**src/rtl/mp3_ram_fetcher_pkg.sv**
```systemverilog
// mp3_ram_fetcher_pkg: fetch FSM states and MP3 stream word width
package mp3_ram_fetcher_pkg;
  localparam int WORD_WIDTH = 16;
  typedef enum logic [1:0] {IDLE, REQUEST, WAIT} fetchState_t;
endpackage

```
**src/rtl/mp3_ram_fetcher_fifo.sv**
```systemverilog
// mp3_word_fifo: first-word fall-through synchronous FIFO with flush
module mp3_word_fifo #(
  parameter int DEPTH = 4,
  parameter int WIDTH = 16,
  parameter int PTR_WIDTH = $clog2(DEPTH)
) (
  input  logic clk,
  input  logic reset,
  input  logic flush,
  input  logic push,
  input  logic [WIDTH-1:0] pushData,
  input  logic pop,
  output logic [WIDTH-1:0] popData,
  output logic [PTR_WIDTH:0] count,
  output logic empty,
  output logic full
);
  logic [WIDTH-1:0] mem [DEPTH];
  logic [PTR_WIDTH-1:0] wrPtr, rdPtr;
  logic doPush, doPop;
  assign empty = count == '0;
  assign full = count == (PTR_WIDTH+1)'(DEPTH);
  assign doPush = push & ~full & ~flush;
  assign doPop = pop & ~empty & ~flush;
  assign popData = mem[rdPtr];
  always_ff @(posedge clk or posedge reset)
    if (reset) begin
      wrPtr <= '0;
      rdPtr <= '0;
      count <= '0;
      for (int i = 0; i < DEPTH; i++) mem[i] <= '0;
    end else if (flush) begin
      wrPtr <= '0;
      rdPtr <= '0;
      count <= '0;
    end else begin
      if (doPush) begin
        mem[wrPtr] <= pushData;
        wrPtr <= wrPtr + PTR_WIDTH'(1);
      end
      if (doPop) rdPtr <= rdPtr + PTR_WIDTH'(1);
      count <= count + (PTR_WIDTH+1)'(doPush) - (PTR_WIDTH+1)'(doPop);
    end
endmodule

```
**src/rtl/mp3_ram_fetcher.sv**
```systemverilog
// mp3_ram_fetcher: prefetches MP3 stream words from RAM into a small FIFO
module mp3_ram_fetcher
  import mp3_ram_fetcher_pkg::*;
#(
  parameter int ADDR_WIDTH = 32,
  parameter int FIFO_DEPTH = 4,
  parameter int _FIFO_PTR_WIDTH = $clog2(FIFO_DEPTH)
) (
  input  logic clk,
  input  logic reset,
  input  logic enable,
  input  logic addrWrite,
  input  logic [ADDR_WIDTH-1:0] addrWData,
  output logic ready,
  output logic [ADDR_WIDTH-1:0] addr,
  output logic ramReq,
  output logic [ADDR_WIDTH-1:0] ramAddr,
  input  logic ramGrant,
  input  logic ramRDataValid,
  input  logic [WORD_WIDTH-1:0] ramRData,
  output logic [WORD_WIDTH-1:0] dataOut,
  output logic dataReady,
  input  logic dataAck
);
  localparam logic [_FIFO_PTR_WIDTH:0] FULL_COUNT = (_FIFO_PTR_WIDTH+1)'(FIFO_DEPTH);
  fetchState_t state, nextState;
  logic [_FIFO_PTR_WIDTH:0] fifoCount;
  logic fifoEmpty, fifoFull, seek, fifoPush;
  assign ready = state != WAIT;
  assign seek = addrWrite & ready;
  assign ramReq = state == REQUEST;
  assign ramAddr = addr;
  assign dataReady = ~fifoEmpty;
  assign fifoPush = (state == WAIT) & ramRDataValid & ~fifoFull;
  always_ff @(posedge clk or posedge reset)
    if (reset) begin
      state <= IDLE;
      addr <= '0;
    end else begin
      state <= nextState;
      if (seek) addr <= addrWData & ~ADDR_WIDTH'(1);
      else if (ramReq & ramGrant) addr <= addr + ADDR_WIDTH'(2);
    end
  // a seek in REQUEST beats a same-cycle grant; the orphaned data is never pushed
  always_comb begin
    nextState = state;
    case (state)
      IDLE: if (enable & (fifoCount < FULL_COUNT) & ~addrWrite) nextState = REQUEST;
      REQUEST: nextState = addrWrite ? IDLE : ramGrant ? WAIT : enable ? REQUEST : IDLE;
      WAIT: if (ramRDataValid) nextState = IDLE;
      default: nextState = IDLE;
    endcase
  end
  mp3_word_fifo #(.DEPTH(FIFO_DEPTH), .WIDTH(WORD_WIDTH), .PTR_WIDTH(_FIFO_PTR_WIDTH)) fifo (
    .clk(clk),
    .reset(reset),
    .flush(seek),
    .push(fifoPush),
    .pushData(ramRData),
    .pop(dataAck),
    .popData(dataOut),
    .count(fifoCount),
    .empty(fifoEmpty),
    .full(fifoFull)
  );
endmodule

```
**config.mk**
```make
export PLATFORM = sky130hd
export DESIGN_NAME = mp3_ram_fetcher
export DESIGN_NICKNAME = d
export VERILOG_FILES = /design/src/rtl/mp3_ram_fetcher_pkg.sv /design/src/rtl/mp3_ram_fetcher_fifo.sv /design/src/rtl/mp3_ram_fetcher.sv
export SDC_FILE = /design/constraint.sdc
export NUM_CORES = 1
export LEC_CHECK = 0
export CAP_MARGIN = 20
export CORE_MARGIN = 3
export CORE_UTILIZATION = 35
export CTS_CLUSTER_SIZE = 25
export DETAILED_ROUTE_END_ITERATION = 8
export GPL_TIMING_DRIVEN = 0
export SLEW_MARGIN = 10
export SYNTH_ARGS = -nofsm -noshare
export SYNTH_HDL_FRONTEND = slang
export SYNTH_SLANG_ARGS = --single-unit
```
**constraint.sdc**
```tcl
create_clock -name clk -period 6.2 [get_ports clk]
set_clock_uncertainty 0.15 [all_clocks]
set_input_delay 0.62 -clock clk [delete_from_list [all_inputs] [get_ports clk]]
set_output_delay 0.62 -clock clk [all_outputs]
set_load 0.02 [all_outputs]
```
==> impl_metrics.ini <==
[sta]
setup_viol = 0
worst_slew_pin_slew_ns = 0.787
fin_crit_sh_pct = 58.7
fmax_ghz = 0.275
slew_viol_final = 0
hold_slack_ns = 0.353
fin_setup_tns_ns = 0
slew_headroom_pct = 47.5
finalCriticalPeriod_ns = 3.64
rsz0062_at_grt = no
finalHoldViolations = 0
layout_setup_ws_ns = 2.56

[clocking]
cts_tree = yes
cts_buffer_depth = 2
root_buffer = clkbuf_16
cts_setup_buffers = 0
clkTransAtPathRegs_ns = 0.07
numCtsBuffers = 9
cts_repair_resize_count = 0
cts.htree.levels = 3
clock-sinks = 104
hold_buffers = 0
worstSkewPairLatency_ns = 0.35

[synth]
syn_avg_cell_area_sq_um = 11.6
synth_top_area_share_pct = 47.5
ys_top_cells_by_area = dfrtp_1, mux2_2, mux4_2
synth_area_sq_um = 5480
yosys.area.top_type = dfrtp_1
seq_area_frac_synth_pct = 47.5
synth_warnings = 0
synth_edf_count = 0
yosys.cell_types.count = 51
synth_cells = 471
async_flop_share_pct = 100
ys_ff_latch = 104
ys.flop_type = dfrtp_1

[route]
antenna_left = 0
via_per_inst = 5.12
drtPass1Iterations = 4
vias = 4269
drtIter0Drc = 275
routed_wl_um = 14400
drt_drc_violations_left = 0
wire_per_inst_um = 17.3

[power]
cellPowerDensity_nw_per_um2 = 316
power_frac_seq_pct = 38.1
switching_share_pct = 33.2
intPower_uw = 1560
peakVddDrop_v = 0.000141
leakage_uw = 0.00314
combinationalPowerShare_pct = 38.1
p_sw_uw = 779
power_frac_clock_pct = 23.8

[floorplanning]
dieArea_sq_um = 17200
die_h_um = 131
num_io_pins = 138
start_util_pct = 35.9
die_x_um = 131
coreArea_sq_um = 15300
rows = 45

[setup_path]
critPathKind = reg -> out
critPathMaxFanout = 10
worst_ep_arrival_time_ns = 2.87
path_cells = clkbuf_1 > buf_2 > mux4_2 > clkdlybuf4s50_1
cp-end-kind = output port
critPathMaxStageDelay_ns = 0.60
cpMaxStageDelayCell = clkbuf_1
cp.required_ns = 5.43
start_kind = register

[global_route]
grt_pass1_vias = 4587
antenna_found_initial = 0
grt_pass1_wl_um = 23900
grt_usage_pct = 17.1
grt_max_degree = 77
globalRouteOverflowTotal = 0

[finish]
antenna_cells = 0
drive_gt1_share_pct = 22.8
multi_input_area_sq_um = 2520
fillCellCount = 1408
finalNetCount = 681
regArea_sq_um = 2600
area_growth_pct = 35.3

[placement]
dp_hpwl_um = 10400
port_buffers = 134
dpl_worst_slack_ns = 2.71
place_congestion = 0.838

[min_path]
hp-class = reg -> reg

[outcome]
status = finished, final reports clean

[job]
drv_cap = 0
-- worst max-delay path, delay by kind of cell (launching register included) --
family	cells	cell delay, ns
buf+inv	3	1.61
flops	1	0.34
mux	1	0.57
-- synthesized netlist by cell type (2+ instances only) --
master / count
buf_4: 34
or4_1: 14
xnor2_1: 6
and3_1: 8
dfrtp_1: 104
buf_2: 3
a41oi_1: 2
nand3_1: 14
clkbuf_1: 17
nand2_1: 34
nor4_1: 4
mux4_2: 16
o21ai_0: 14
ha_1: 7
a31oi_1: 15
inv_1: 8
mux2i_1: 3
or3_1: 9
nand4_1: 8
and4_1: 4
a211oi_1: 2
nor3_1: 7
nor2_1: 26
mux2_2: 64
xor2_1: 6
a21oi_1: 2
o211ai_1: 4
a21boi_0: 2
nand2b_1: 2
o31ai_1: 10
o22ai_1: 2
-- final timing paths --
kind | from | to | slack [ns] | depth (start not counted)
worst min register to register | fifo.mem[26] | fifo.mem[26] | 0.35 | 1
worst max register to register | state[0] | fifo.count[2] | 2.83 | 14
worst min-delay path | fifo.mem[26] | fifo.mem[26] | 0.35 | 1
max in group asynchronous | reset | fifo.count[2] | 4.77 | 3
min in group asynchronous | reset | addr[26] | 0.46 | 2
worst max-delay path | fifo.rdPtr[0] | dataOut[13] | 2.56 | 4
-- flip-flops by register name, indices dropped and copies added (netlist names) --
register,cells
addr,31
state,2
fifo.wrPtr,2
fifo.count,3
fifo.mem,64
fifo.rdPtr,2
-- per-stage QoR --
step                cells  area, sq um  power, uW  utilization (%)
floorplan             472         5490       1420                -
global placement      817         7090       1790             46.5
detailed placement    818         7120       1810             46.7
CTS                   834         7420       2370             48.6
global route          834         7420       2480             48.6
finish                834         7420       2340             48.6
-- cell usage in the layout, fill, tap and decap left out, types with 6 or more instances in the layout --
cell / netlist / layout
or3_1: 9 / 9
dfrtp_1: 104 / 104
mux4_2: 16 / 16
a31oi_1: 15 / 15
clkdlybuf4s50_1: 0 / 134
nor3_1: 7 / 7
nor2_1: 26 / 26
xnor2_1: 6 / 6
xor2_1: 6 / 6
or4_1: 14 / 14
o21ai_0: 14 / 14
nand4_1: 8 / 8
ha_1: 7 / 7
mux2_2: 64 / 64
nand2_1: 34 / 34
clkbuf_1: 17 / 17
nand3_1: 14 / 14
o31ai_1: 10 / 10
inv_1: 8 / 7
clkbuf_16: 0 / 9
buf_4: 34 / 34
and3_1: 8 / 8
-- area by class of cell --
| type | count | area share (%) |
|---|---|---|
| tap | 211 | 3.56 |
| sequential | 104 | 35.1 |
| timing repair buffer | 135 | 18.5 |
| clock buffer | 10 | 3.22 |
| multi-input combinational | 305 | 33.9 |
| clock inverter | 6 | 0.709 |
| buffer | 55 | 4.56 |
| inverter | 8 | 0.472 |
-- cell families after synthesis --
kind of cell | after synthesis | synth area share (%)
and+or+nand+nor | 143 | 14.6
DFF | 104 | 47.5
muxes | 83 | 20.3
buffers and inverters | 63 | 6.71
AOI/OAI and AO/OA | 57 | 7.03
xor gates and xnor gates | 12 | 1.92
adders and majority gates | 8 | 1.96
other | 1 | 0.0684
-- metal layers --
metal  GRT usage [%]  routed length (um)
met5               0                   0
met4            5.13                 200
met3            4.90                 934
met2            28.3                7020
met1            22.0                6250
-- power by group through the flow --
stage                     logic (uW)  clock network (uW)  registers [uW]
after floorplan                  509                   0             906
after global placement           890                   0             897
after detailed placement         901                   0             906
after CTS                        905                 573             893
after global routing             961                 605             912
final                            893                 558             891
Note: power is estimated with default switching activity, not from simulation.
==> patch 1 (same settings) <==
Set the parameter `ADDR_WIDTH` to 16 (it was 32).
--- a/src/rtl/mp3_ram_fetcher.sv
+++ b/src/rtl/mp3_ram_fetcher.sv
@@ -4,3 +4,3 @@
 #(
-  parameter int ADDR_WIDTH = 32,
+  parameter int ADDR_WIDTH = 16,
   parameter int FIFO_DEPTH = 4,
Interface: changed (resized addr, addrWData and ramAddr); port bits go from 138 to 90. No check against the original RTL was run, so the function may have changed too.
==> patch 1 against the unedited design <==
  * Synthesized area down 23%
  * Wire length down 37%
  * Setup slack better by 0.074 ns
  * Final cell count down 32%
  * Sequential share of layout area up 4.0 points
  * Sequential cell count down 16
  * Design area down 24%
  * Register-to-register slack better by 0.04 ns
  * Power down 14%
  * Largest power group is now registers
==> patch 1: results (changes against the unedited design) <==
.. list-table::
   :header-rows: 1

   * - Metric
     - Value
   * - Nets
     - 466 (-32%)
   * - Transition time at the pin with the least slew margin
     - 0.749 ns (-0.0380 ns)
   * - Placed wire-length estimate
     - 6600 microns (-37%)
   * - Worst ir drop on vdd
     - 160 uV (+13%)
   * - Run status
     - finished, final reports clean
   * - Endpoint of the worst hold path
     - fifo.mem[24]
   * - Post-detailed-route via-to-cell ratio
     - 4.94 (-3.5%)
   * - Cell types with the largest area share after synthesis
     - sky130_fd_sc_hd__dfrtp_1 52%, sky130_fd_sc_hd__mux2_2 17%, sky130_fd_sc_hd__mux4_2 8.5%
   * - Met2 usage in global routing
     - 0.233 (-0.0496)
   * - Post-placement cell count
     - 551 (-33%)
   * - Arrival time worst endpoint
     - 2.80 ns (-0.07 ns)
   * - Met1 routing resource usage after global routing
     - 0.193 (-0.0273)
   * - Cell variety after synth
     - 36 (-29%)
   * - GRT Total Usage
     - 0.141 (-0.0302)
   * - Post-place instance area
     - 0.00532 sq mm (-25%)
   * - Number of inserted filler cells in the final layout
     - 1067 (-24%)
   * - Number of buffers added on ports
     - 86 (-36%)
   * - Layout-stage area growth over the synthesis result
     - 32.7%
   * - CP startpoint
     - fifo.rdPtr[1]
   * - Mean instance size in the synthesized netlist
     - 13.3 sq um (+14%)
   * - Most numerous cell types in the synthesized netlist
     - 88 x sky130_fd_sc_hd__dfrtp_1, 64 x sky130_fd_sc_hd__mux2_2, 21 x sky130_fd_sc_hd__buf_4, 19 x sky130_fd_sc_hd__nand2_1, 16 x sky130_fd_sc_hd__mux4_2
   * - Maximum number of pins on one net before global-route repair
     - 60 (-22%)
   * - Final worst hold slack
     - 0.350 ns (-0.00300 ns)
   * - Met3 routed wirelength
     - 321 microns (-66%)
   * - Number of global-route vias before repair
     - 2853 (-38%)
   * - Met2 WL
     - 4540 microns (-35%)
## patch 1: changes by cell type after synthesis, moves of 11 or more
cell and change:
sky130_fd_sc_hd__or4_1 -14, sky130_fd_sc_hd__nor2_1 -11, sky130_fd_sc_hd__dfrtp_1 -16, sky130_fd_sc_hd__nand2_1 -15, sky130_fd_sc_hd__buf_4 -13, sky130_fd_sc_hd__clkbuf_1 -11, sky130_fd_sc_hd__a31oi_1 -13
## patch 1: final cells by class
type	count	area share
Sequential cell	88	0.391
Multi-Input combinational cell	195	0.324
Timing Repair Buffer	87	0.158
Clock buffer	10	0.0424
Buffer	29	0.0338
Tap cell	143	0.0318
Clock inverter	6	0.0131
Inverter	9	0.00644
## patch 1: kinds of logic after synthesis
family          count (synthesis)  share of synthesized area
compound gates                 20                     0.0304
other cells                     1                   0.000883
mux                            83                      0.262
simple gates                   66                     0.0772
buf+inv                        38                     0.0528
fa+ha+maj                       8                     0.0253
xor+xnor                       16                     0.0330
flops                          88                      0.519
==> patch 2 (config.mk and constraints unchanged) <==
Without the edit above. Make the reset (`reset`) synchronous in 2 clocked blocks.
--- a/src/rtl/mp3_ram_fetcher_fifo.sv
+++ b/src/rtl/mp3_ram_fetcher_fifo.sv
@@ -25,3 +25,3 @@
   assign popData = mem[rdPtr];
-  always_ff @(posedge clk or posedge reset)
+  always_ff @(posedge clk)
     if (reset) begin
--- a/src/rtl/mp3_ram_fetcher.sv
+++ b/src/rtl/mp3_ram_fetcher.sv
@@ -34,3 +34,3 @@
   assign fifoPush = (state == WAIT) & ramRDataValid & ~fifoFull;
-  always_ff @(posedge clk or posedge reset)
+  always_ff @(posedge clk)
     if (reset) begin
Behaviour: differs if reset is asserted again (counterexample within 4 cycles, from zero or initial values and one cycle with reset high); with reset held inactive, the same outputs for 10 cycles.
==> patch 2 against the unedited design <==
  * Design area is 1.5% lower
  * Sequential cell count is 2 higher
  * Via count is 2.5% lower
  * Wire length is 0.31% lower
  * Synthesized area is 1.2% lower
  * Utilization is 0.72 points higher
  * Setup slack better by 0.12 ns
  * Largest cell class unchanged
Power is not compared: it rests on default switching activity, and its combinational part moved more than twofold at a synthesized area within 25%.
==> patch 2: results (changes against the unedited design) <==
.. list-table::
   :header-rows: 1

   * - Metric
     - Value
   * - Run status
     - finished, final reports clean
   * - EDFF count, synth
     - 64 (+64)
   * - Cell depth of the worst hold path
     - 2 (+1)
   * - Placed wire-length estimate
     - 10100 microns (-3.5%)
   * - Routability congestion estimate from global placement
     - 0.767 (-8.5%)
   * - Final worst hold slack
     - 0.395 ns (+0.0422 ns)
   * - Slowest cell on crit path
     - sky130_fd_sc_hd__mux4_2
   * - Final cell count without fillers
     - 813 (-2.5%)
   * - Number of buffers added on ports
     - 133 (-0.75%)
   * - R2R Path End
     - fifo.count[2]
   * - Post-detailed-route via-to-cell ratio
     - 5.12 (about the same)
   * - Switching part of the total power
     - 0.249
   * - Cell variety after synth
     - 59 (+16%)
   * - Reg2reg path depth
     - 13 (-1)
   * - Pre-CTS worst setup slack
     - 2.66 ns (-0.0518 ns)
   * - Most used flip-flop cell after synthesis
     - sky130_fd_sc_hd__edfxtp_1
   * - H-tree levels
     - 3 (unchanged)
   * - Worst stage delay on the critical path
     - 0.56 ns (-0.04 ns)
   * - Number of DRC markers in iteration 0
     - 281 (+2.2%)
   * - Cell types with the largest area share after synthesis
     - sky130_fd_sc_hd__edfxtp_1 35%, sky130_fd_sc_hd__dfxtp_1 16%, sky130_fd_sc_hd__mux4_2 6.7%
   * - Mean instance size in the synthesized netlist
     - 11.4 sq um (-2.5%)
   * - Endpoint of the worst hold path
     - fifo.rdPtr[1]
   * - GRT Total Usage
     - 0.174 (+0.00315)
   * - Share of synthesized area occupied by flip-flops and latches
     - 0.510 (+0.0354)
   * - Hold path startpoint
     - fifo.rdPtr[1]
   * - Wire per inst
     - 17.7 microns (+2.3%)
   * - Most numerous cell types in the synthesized netlist
     - 64 x sky130_fd_sc_hd__edfxtp_1, 53 x sky130_fd_sc_hd__and2_1, 42 x sky130_fd_sc_hd__dfxtp_1, 35 x sky130_fd_sc_hd__buf_4, 35 x sky130_fd_sc_hd__nor2_1
   * - Post-placement cell count
     - 797 (-2.6%)
   * - Arrival time worst endpoint
     - 2.75 ns (-0.12 ns)
   * - Transition time at the pin with the least slew margin
     - 0.771 ns (-0.0157 ns)
   * - Launch instance of the worst register-to-register path
     - state[0]
   * - Maximum number of pins on one net before global-route repair
     - 17 (-78%)
   * - Number of global-route vias before repair
     - 4297 (-6.3%)
   * - Async set-reset flop share out of synthesis
     - 0 (-1.00)
   * - Internal reg-to-reg setup slack
     - 3.48 ns (+0.65 ns)
   * - Nets
     - 683 (+0.29%)
   * - Proportion of layout cells with a drive suffix above 1
     - 0.148 (-0.0801)
==> patch 2: cell type report <==
type / instances / area [sq um]
fillers: 1361 / 7500
clock inverters: 7 / 60.1
repair buffers: 135 / 1360
flip-flops and latches: 106 / 2760
multi-input cells: 303 / 2250
well taps: 184 / 230
plain buffers: 62 / 392
inverters: 7 / 26.3
clock buffers: 9 / 225
==> patch 2: worst max-delay path by stage <==
stage	from	endpoint	slack (ns)	cells past startpoint
2_1_floorplan	addrWrite	fifo.count[2]	3.52	11
5_1_grt	register	dataOut[7]	2.45	4
4_1_cts	register	dataOut[8]	2.59	4
3_5_place_dp	reset	fifo.mem[0][11]	2.66	4
3_3_place_gp	reset	fifo.mem[1][11]	2.50	4
6_report	register	dataOut[8]	2.68	4
==> patch 2: layer usage <==
layer | track usage | routed length, microns | vias to the layer above
li1 | - | - | 2017
met1 | 0.221 | 6190 | 1969
met2 | 0.298 | 7030 | 164
met3 | 0.0370 | 935 | 13
met4 | 0.0581 | 202 | 0
met5 | 0 | 0 | -
==> patch 2: cell families (layout without fill, tap and decap cells) <==
kind of cell | count (synthesis) | count (layout) | share of synthesized area
AOI/OAI and AO/OA | 59 | 59 | 0.0825
xor gates and xnor gates | 19 | 19 | 0.0307
adders and majority gates | 4 | 4 | 0.0106
buffers and inverters | 69 | 220 | 0.0772
DFF | 106 | 106 | 0.510
muxes | 19 | 19 | 0.0721
other | 1 | 2 | 0.000692
and+or+nand+nor | 200 | 200 | 0.216
==> patch 2: power by group through the flow <==
stage | Clock [mW] | Combinational [mW] | Sequential [mW]
floorplan | 0 | 0.110 | 0.834
detailed placement | 0 | 0.258 | 0.825
global route | 0.604 | 0.274 | 0.814
finish | 0.559 | 0.257 | 0.809
global placement | 0 | 0.255 | 0.824
CTS | 0.574 | 0.259 | 0.809
